**src/rtl/decoder.sv**
```systemverilog
// Morse character decoder: four right-aligned 2-bit symbol slots to uppercase ASCII,
// registered with one clock of latency. Malformed or unassigned patterns yield '?'.
module decoder (
    input  logic       clk,
    input  logic       rst,
    input  logic [7:0] morse_array,
    output logic [7:0] decoded_char
);

    logic [7:0] decoded_q;
    logic [7:0] decoded_d;
    logic [2:0] len;
    logic [3:0] dashes;
    logic [1:0] sym;
    logic       valid;
    logic       seen;

    always_comb begin
        len    = '0;
        valid  = 1'b1;
        seen   = 1'b0;
        sym    = '0;
        // Upper bit of each slot is 1 for a dash; empty leading slots contribute 0.
        dashes = {morse_array[7], morse_array[5], morse_array[3], morse_array[1]};

        for (int unsigned i = 0; i < 4; i++) begin
            sym = morse_array[6 - 2*i +: 2];
            case (sym)
                2'b11: valid = 1'b0;
                2'b00: if (seen) valid = 1'b0;
                default: begin
                    seen = 1'b1;
                    len  = len + 3'd1;
                end
            endcase
        end

        decoded_d = 8'h3F;
        if (!valid) begin
            decoded_d = 8'h3F;
        end else if (len == 3'd0) begin
            decoded_d = 8'h00;
        end else begin
            // Key is {symbol count, dash pattern in transmission order, right-aligned}.
            case ({len, dashes})
                7'b001_0000: decoded_d = 8'h45; // E
                7'b001_0001: decoded_d = 8'h54; // T
                7'b010_0001: decoded_d = 8'h41; // A
                7'b010_0000: decoded_d = 8'h49; // I
                7'b010_0011: decoded_d = 8'h4D; // M
                7'b010_0010: decoded_d = 8'h4E; // N
                7'b011_0100: decoded_d = 8'h44; // D
                7'b011_0110: decoded_d = 8'h47; // G
                7'b011_0101: decoded_d = 8'h4B; // K
                7'b011_0111: decoded_d = 8'h4F; // O
                7'b011_0010: decoded_d = 8'h52; // R
                7'b011_0000: decoded_d = 8'h53; // S
                7'b011_0001: decoded_d = 8'h55; // U
                7'b011_0011: decoded_d = 8'h57; // W
                7'b100_1000: decoded_d = 8'h42; // B
                7'b100_1010: decoded_d = 8'h43; // C
                7'b100_0010: decoded_d = 8'h46; // F
                7'b100_0000: decoded_d = 8'h48; // H
                7'b100_0111: decoded_d = 8'h4A; // J
                7'b100_0100: decoded_d = 8'h4C; // L
                7'b100_0110: decoded_d = 8'h50; // P
                7'b100_1101: decoded_d = 8'h51; // Q
                7'b100_0001: decoded_d = 8'h56; // V
                7'b100_1001: decoded_d = 8'h58; // X
                7'b100_1011: decoded_d = 8'h59; // Y
                7'b100_1100: decoded_d = 8'h5A; // Z
                default:     decoded_d = 8'h3F;
            endcase
        end
    end

    always_ff @(posedge clk or posedge rst) begin
        if (rst) begin
            decoded_q <= '0;
        end else begin
            decoded_q <= decoded_d;
        end
    end

    assign decoded_char = decoded_q;

endmodule

```
**config.mk**
```make
export PLATFORM = sky130hd
export DESIGN_NAME = decoder
export DESIGN_NICKNAME = d
export VERILOG_FILES = /design/src/rtl/decoder.sv
export SDC_FILE = /design/constraint.sdc
export NUM_CORES = 1
export LEC_CHECK = 0
export ABC_AREA = 1
export BUFFER_PORTS_ARGS = -buffer_cell sky130_fd_sc_hd__buf_2
export CAP_MARGIN = 30
export CELL_PAD_IN_SITES_DETAIL_PLACEMENT = 0
export CELL_PAD_IN_SITES_GLOBAL_PLACEMENT = 1
export CORE_UTILIZATION = 42
export CTS_BUF_LIST = sky130_fd_sc_hd__clkbuf_8
export DETAILED_ROUTE_END_ITERATION = 16
export GPL_ROUTABILITY_DRIVEN = 0
export GPL_TIMING_DRIVEN = 0
export HOLD_SLACK_MARGIN = 0.1
export PLACE_DENSITY = 0.95
export REMOVE_ABC_BUFFERS = 1
export SYNTH_ARGS = -nofsm -noshare
export SYNTH_HDL_FRONTEND = slang
export SYNTH_SLANG_ARGS = --single-unit
```
**constraint.sdc**
```tcl
create_clock -name clk -period 1 [get_ports clk]
set_input_delay 0.15 -clock clk [delete_from_list [all_inputs] [get_ports clk]]
set_output_delay 0.15 -clock clk [all_outputs]
set_load 0.05 [all_outputs]
```
---- After elaboration in Yosys (flattened, before gate mapping) ----
Memories as Yosys holds them, arrays and structs flattened.
Index checks and enable logic that the tools add are counted.
storage, ports and cells
  register bits after elaboration ......... 8
  ROM bits ................................ 896
  input bits .............................. 10
  output and inout bits ................... 8
  logic and storage cells ................. 34
  memories kept ........................... 1
operators by class
  $add $sub $neg .......................... 3
  equal/unequal tests ..................... 4
  multiplexer cells ....................... 16
  reduce and logical (&&, ||, !) cells .... 9
memories
  name             words  bits a word  rd ports  clocked after Yosys merged registers in  wr ports  RTL line  text
  (no name shown)  128    7            1         0                                        0         45        case ({len, dashes})
operator list
  kind                                         count
  2-to-1 mux 8 bit                             2
  adder 3 x 1 -> 3 bit, second input constant  3
  2-to-1 mux 3 bit                             3
  equality test 2 bit, second input constant   4
  logical NOT 2 bit                            4
  2-to-1 mux 1 bit                             8
  OR reduction 2 bit                           4
  case mux 1 bit (2 select lines)              3
  logical NOT 3 bit                            1

---- Depth between registers and ports, before layout ----
Gate-level depths: netlist of run 1.
  word-level depth ........................ 12
  mapped depth ............................ 16
  gate-level depth less buffers ........... 15

---- Worst setup path after synthesis of run 1 ----
No wires, ideal clock.
  path kind ............................... in2reg
  start ................................... input morse_array[5]
  end ..................................... register decoded_q[5] (netlist: decoded_char[5])
  library setup time ...................... 120 ps
  arrival ................................. 2251 ps
  setup slack ............................. -1371 ps
  stages .................................. 16
  path buffers ............................ 1
  cell sequence ........................... buf_2 inv_1 ha_1 inv_1 ha_1 inv_1 nand2_1 nand2_1 ha_1 or2_1 nand2_1 nand3_1 nand3_1 nand2_1 nand2_1 nand2_1
on the way
  word-level cells in the longest chain between the ends .. 10
  elaborated cells on any way between the ends .. 19
  classes of those cells .................. add/sub (2); eq/ne (1); mux (12); reduce/logical (3); memory (1)
ends and longest elaborated chain
  item                                                       RTL line  text
  start: declaration                                         6         input logic [7:0] morse_array,
  equality test 2 bit or logical NOT 2 bit (tied branches)   28        case (sym)
  OR reduction 2 bit (no line)                               n/a
  2-to-1 mux 3 bit                                           28
  adder 3 x 1 -> 3 bit                                       33        len = len + 3'd1;
  2-to-1 mux 3 bit                                           28
  adder 3 x 1 -> 3 bit                                       33
  2-to-1 mux 3 bit                                           28
  memory (128 x 7 bit) or logical NOT 3 bit (tied branches)  n/a
  2-to-1 mux 8 bit                                           41        end else if (len == 3'd0) begin
  2-to-1 mux 8 bit *                                         39        if (!valid) begin
  net decoded_d[5]                                           11        logic [7:0] decoded_d;
  end signal: assignment                                     81        decoded_q <= decoded_d;
  end: declaration                                           10        logic [7:0] decoded_q;
Mark *: on every way through the listed nets, which the timed path passes. The rest lies on a longest branch.

---- Final worst setup path of run 1 ----
  start ................................... input morse_array[7]
  end ..................................... register decoded_q[4] (netlist: decoded_char[4])
on the way
  word-level cells in the longest chain between the ends .. 12
  elaborated cells on any way between the ends .. 24
  classes of those cells .................. add/sub (3); eq/ne (1); mux (16); reduce/logical (3); memory (1)
ends and longest elaborated chain
  item                                                       RTL line
  equality test 2 bit or logical NOT 2 bit (tied branches)   28
  OR reduction 2 bit (no line)                               n/a
  2-to-1 mux 1 bit                                           28
  adder 3 x 1 -> 3 bit                                       33
  2-to-1 mux 3 bit                                           28
  adder 3 x 1 -> 3 bit                                       33
  2-to-1 mux 3 bit                                           28
  adder 3 x 1 -> 3 bit                                       33
  2-to-1 mux 3 bit                                           28
  memory (128 x 7 bit) or logical NOT 3 bit (tied branches)  n/a
  2-to-1 mux 8 bit                                           41
  2-to-1 mux 8 bit *                                         39
  net decoded_d[4]                                           11
Marks and branches as above.

==> impl_metrics.json, run 1 <==
{
  "outcome": "finished with violations",
  "violations": "setup timing",
  "cts_tree": "yes",
  "grt_first_pass_wirelength_um": 4320,
  "use_met3_pct": 6.92,
  "drc": 0,
  "grt_pass1_vias": 1055,
  "largest_reg_flops": 7,
  "antenna_found_initial": 0,
  "die_h_um": 48.7,
  "start_util_pct": 45.7,
  "p_total_mw": 1.79,
  "layout_commonest_cell": "nand2_1",
  "die_x_um": 48.7,
  "rsz0062_at_grt": "true",
  "ys_ff_latch": 7,
  "grtUsageTotal_pct": 23.7,
  "row_count": 16,
  "grt_max_degree": 14,
  "portBuffers": 16,
  "cellPowerDensity_nw_per_um2": 1300,
  "ant_nets": 0,
  "crit_fanout": 6,
  "yosysSeqAreaShare_pct": 19.1,
  "setup_viol": 7,
  "via_count": 1074,
  "numCtsBuffers": 3,
  "antenna_cells": 0,
  "busiest_layer": "met2",
  "period_minus_slack_ns": 1.88,
  "num-fill-cells": 170,
  "area_growth_pct": 49.9,
  "use_met1_pct": 25.5,
  "worstSetupPathType": "in -> reg",
  "end_kind": "flop",
  "drive_gt1_share_pct": 33.5,
  "ir_worst_vdd_mv": 1.13,
  "grt_use_met2_pct": 42.8,
  "ys_types": 22,
  "seqCellArea_sq_um": 175,
  "max_freq_ghz": 0.533,
  "critPathLaunchType": "input port",
  "hpwl_um": 1630,
  "final_cell_mix": "47 x nand2_1, 16 x nand3_1, 14 x buf_4",
  "cts.sinks": 7,
  "fin_crit_sh_pct": 188,
  "crit_required_ns": 1.12,
  "firstDrtPassIters": 4,
  "htree_levels": 1,
  "drt_iter0_markers": 26,
  "leakagePower_nw": 0.678,
  "cts-root-buf": "clkbuf_8",
  "wl_per_cell_um": 12.7,
  "finalHoldViolations": 0,
  "synth_area_per_cell_sq_um": 6.11,
  "die-area_sq_um": 2370,
  "boundaryPins": 18,
  "clk_pin_slew_ns": 0.04,
  "hold_class": "in -> reg",
  "gr-total-overflow": 0,
  "synthCells": 150,
  "syn_area_sq_um": 916,
  "max_cap_viol_count": 0,
  "multiInputGateArea_sq_um": 782,
  "core_sq_um": 2000,
  "via_per_inst": 5.14,
  "drt_wl_total_um": 2650,
  "yosysWarningCount": 0,
  "layout_setup_ws_ns": -0.876,
  "clockBufferDepth": 2,
  "nets": 205,
  "tns_ns": -5.90,
  "cp.arrival_ns": 2.00,
  "slew_violations": 0,
  "whs_path_depth": 5
}
-- metrics by stage --
step | hold WS, ns | cell area, sq um | cells | util (%) | worst slack [ns]
4_1_cts | 0.377 | 1270 | 205 | 63.6 | -0.867
2_1_floorplan | -0.0466 | 903 | 148 | - | -1.22
3_3_place_gp | 0.0681 | 1020 | 191 | 50.8 | -1.68
6_report | 0.379 | 1370 | 209 | 68.6 | -0.876
3_5_place_dp | 0.0792 | 1020 | 191 | 50.8 | -1.70
5_1_grt | 0.437 | 1370 | 209 | 68.6 | -0.967
-- layer usage --
layer | vias up | routed length [um]
met5 | - | 0
met4 | 0 | 68
met3 | 8 | 114
met2 | 36 | 1350
met1 | 479 | 1120
li1 | 551 | -
-- layout make-up --
class	instances	share of cell area [%]
clock inverters	1	0.273
clock buffers	3	3.01
inverters	20	7.29
repair buffers	30	17.2
multi-input cells	121	57.0
well taps	27	2.46
flip-flops and latches	7	12.8
-- final timing paths --
check,start,end
worst max-delay path,morse_array[7],decoded_char[4]
worst min-delay path,morse_array[3],decoded_char[2]
max in group asynchronous,rst,decoded_char[2]
min in group asynchronous,rst,decoded_char[5]
-- critical path, cell delays in order --
cell and delay [ns]:
buf_12 0.09, inv_8 0.03, ha_4 0.27, inv_4 0.04
ha_4 0.29, inv_4 0.04, nand2_4 0.06, nand2_4 0.06
ha_4 0.21, or2_1 0.21, nand2_2 0.12, nand2_2 0.09
inv_4 0.08, nand2_1 0.06, a21oi_1 0.12, nand2_1 0.06
-- repair_timing --
action | CTS | global route
setup buffers | 9 | 4
pin swaps | 10 | 9
endpoints found under the setup margin | 7 | 7
gates resized for setup | 37 | 15
hold endpoints to repair | 7 | 0
hold buffers | 1 | 0
-- synthesized netlist by cell type --
cell type  count  area (sq um)
o211ai_1       1          7.51
o21ai_0       13          65.1
a21oi_1        5          25.0
o21ai_1        1          5.00
or2_1          1          6.26
xnor2_2        1          16.3
buf_4          1          7.51
nand4_1        2          12.5
o221ai_1       1          8.76
nor2_1         6          22.5
dfrtp_1        7           175
nand2_2        3          18.8
inv_1         18          67.6
ha_1          12           150
xor2_1         1          8.76
inv_2          2          7.51
nor2_2         1          6.26
conb_1         1          3.75
nand3_1       19          95.1
nand2_1       52           195
or2_0          1          6.26
buf_2          1          5.00
-- power by group --
group / leakage (nW) / switching (mW) / internal, mW / total (mW)
Sequential: 0.0678 / 0.00405 / 0.305 / 0.309
Clock: 0.0269 / 0.133 / 0.266 / 0.399
Combinational: 0.584 / 0.648 / 0.432 / 1.08
Total: 0.678 / 0.785 / 1.00 / 1.79
-- cell families after synthesis --
group | share of synthesized area (%)
xor gates and xnor gates | 2.73
DFF | 19.1
adders and majority gates | 16.4
AOI/OAI and AO/OA | 12.2
and+or+nand+nor | 39.6
other | 0.409
buffers and inverters | 9.56
Power figures use the tool's default switching activity.
==> inputs of run 2 (changes only) <==
--- a/config.mk
+++ b/config.mk
@@ -10,13 +10,12 @@
 export CAP_MARGIN = 30
 export CELL_PAD_IN_SITES_DETAIL_PLACEMENT = 0
 export CELL_PAD_IN_SITES_GLOBAL_PLACEMENT = 1
-export CORE_UTILIZATION = 42
-export CTS_BUF_LIST = sky130_fd_sc_hd__clkbuf_8
+export CORE_UTILIZATION = 40
 export DETAILED_ROUTE_END_ITERATION = 16
 export GPL_ROUTABILITY_DRIVEN = 0
 export GPL_TIMING_DRIVEN = 0
 export HOLD_SLACK_MARGIN = 0.1
-export PLACE_DENSITY = 0.95
+export PLACE_DENSITY = 0.92
 export REMOVE_ABC_BUFFERS = 1
 export SYNTH_ARGS = -nofsm -noshare
 export SYNTH_HDL_FRONTEND = slang
==> run 2 against run 1 <==
  * The run still ends with setup timing left
  * Wire length shrank 6.5%
  * Final cell count shrank 0.48%
  * Total power shrank 12%
  * Non-clock buffer count shrank 1
  * Combinational power shrank 6%
  * Critical path depth grew 1
  * Global-route usage shrank 1.6 points
  * Largest power group unchanged
  * Highest routed layer unchanged
==> impl_metrics.json, run 2 (synthesis gave the netlist of run 1 again) <==
{
  "clk_pin_slew_ns": 0.05,
  "tns_ns": -5.71,
  "drt_wl_total_um": 2480,
  "cts-root-buf": "clkbuf_4",
  "via_per_inst": 5.20,
  "grt_pass1_vias": 1014,
  "grt_max_degree": 14,
  "slew_violations": 0,
  "core_sq_um": 2060,
  "period_minus_slack_ns": 1.84,
  "crit_required_ns": 1.14,
  "nets": 204,
  "hold_path_startpoint": "morse_array[3]",
  "grt_first_pass_wirelength_um": 4220,
  "layout_commonest_cell": "nand2_1",
  "crit_start": "morse_array[6]",
  "die-area_sq_um": 2490,
  "dp.cells": 191,
  "start_util_pct": 44.4,
  "whs_ns": 0.353,
  "layout_setup_ws_ns": -0.841,
  "switching_share_pct": 45.3,
  "ir_worst_vdd_mv": 0.811,
  "max_cap_viol_count": 0,
  "clockBufferDepth": 2,
  "critPathLaunchType": "input port",
  "p_total_mw": 1.58,
  "outcome": "finished with violations",
  "final_cells": 208,
  "numCtsBuffers": 3,
  "gr-total-overflow": 0,
  "drive_gt1_share_pct": 30.9,
  "die_h_um": 49.9,
  "num-fill-cells": 180,
  "clock_power_share_pct": 16.1,
  "cellPowerDensity_nw_per_um2": 1200,
  "rsz0062_at_grt": "true",
  "cts.sinks": 7,
  "power_switching_mw": 0.716,
  "fin_crit_sh_pct": 184,
  "via_count": 1081,
  "largest_reg_flops": 7,
  "grtUsageTotal_pct": 22.1,
  "crit_fanout": 6,
  "htree_levels": 1,
  "area_growth_pct": 43.7,
  "cp.arrival_ns": 1.98,
  "hpwl_um": 1720,
  "power.internal_mw": 0.866,
  "finalHoldViolations": 0,
  "hold_class": "in -> reg",
  "pre_cts_slack_ns": -1.74,
  "violations": "setup timing",
  "antenna_cells": 0,
  "row_count": 16,
  "drc": 0,
  "portBuffers": 16,
  "leakagePower_nw": 0.660,
  "final_cell_mix": "49 x nand2_1, 18 x nand3_1, 15 x buf_4",
  "seq_power_share_pct": 19.6,
  "antenna_found_initial": 0,
  "boundaryPins": 18,
  "wl_per_cell_um": 11.9,
  "firstDrtPassIters": 4,
  "ant_nets": 0,
  "setup_viol": 7,
  "cts_tree": "yes",
  "p_comb_share_pct": 64.4,
  "worstSetupPathType": "in -> reg",
  "drt_iter0_markers": 20,
  "max_freq_ghz": 0.543,
  "end_kind": "flop",
  "die_x_um": 49.9
}
-- run 2: cell count changes in the layout (fill, tap and decap cells not counted), sizes merged --
cell | previous run | this run
clkbuf | 3 | 6
inv | 21 | 20
buf | 29 | 26
-- run 2: worst max-delay path, stage by stage --
cell and delay (ns):
buf_8 0.08, inv_4 0.03, ha_4 0.27, inv_4 0.04, ha_4 0.28, inv_2 0.04, nand2_2 0.06, nand2_2 0.07
ha_4 0.21, or2_1 0.21, nand2_2 0.11, nand2_4 0.07, inv_4 0.08, buf_6 0.09, nand3_2 0.04, nand2_1 0.08
nand2_1 0.05
-- run 2: through the flow --
stage / utilization (%) / cell area (sq um)
6_report: 63.8 / 1320
3_3_place_gp: 49.3 / 1020
4_1_cts: 62.4 / 1290
5_1_grt: 63.8 / 1320
2_1_floorplan: - / 903
3_5_place_dp: 49.3 / 1020
-- run 2: power groups by stage --
stage	clock, mW	sequential (mW)	combinational, mW
floorplan	0	0.390	0.497
global route	0.288	0.311	1.12
CTS	0.255	0.309	0.950
finish	0.254	0.309	1.02
detailed placement	0	0.313	0.741
global placement	0	0.312	0.731
-- run 2: final cells by class --
cell class | count | area, sq um | area share [%]
clock buffer | 4 | 26.3 | 2.00
inverter | 20 | 95.1 | 7.22
multi-input combinational | 121 | 741 | 56.3
sequential | 7 | 175 | 13.3
tap | 27 | 33.8 | 2.57
timing repair buffer | 29 | 245 | 18.6
-- run 2: path summary, 6_finish.rpt --
path	to	slack, ns	cells past startpoint
worst min-delay path	decoded_char[2]	0.35	5
worst max-delay path	decoded_char[0]	-0.84	17
min in group asynchronous	decoded_char[3]	0.36	3
max in group asynchronous	decoded_char[4]	0.44	3
-- run 2: timing repair --
action | in CTS | in global routing
hold buffers | 1 | 0
resized for setup | 40 | 11
setup endpoints to repair | 7 | 12
pin swaps | 10 | 2
endpoints found under the hold margin | 7 | 0
setup buffers | 11 | 1
-- run 2: metal layers --
layer  vias up  global-route usage (%)  routed length, um
met5         -                       0                  0
met1       478                    25.4               1050
li1        545                       -                  -
met2        50                    39.9               1240
met4         0                    5.71                 54
met3         8                    5.86                129
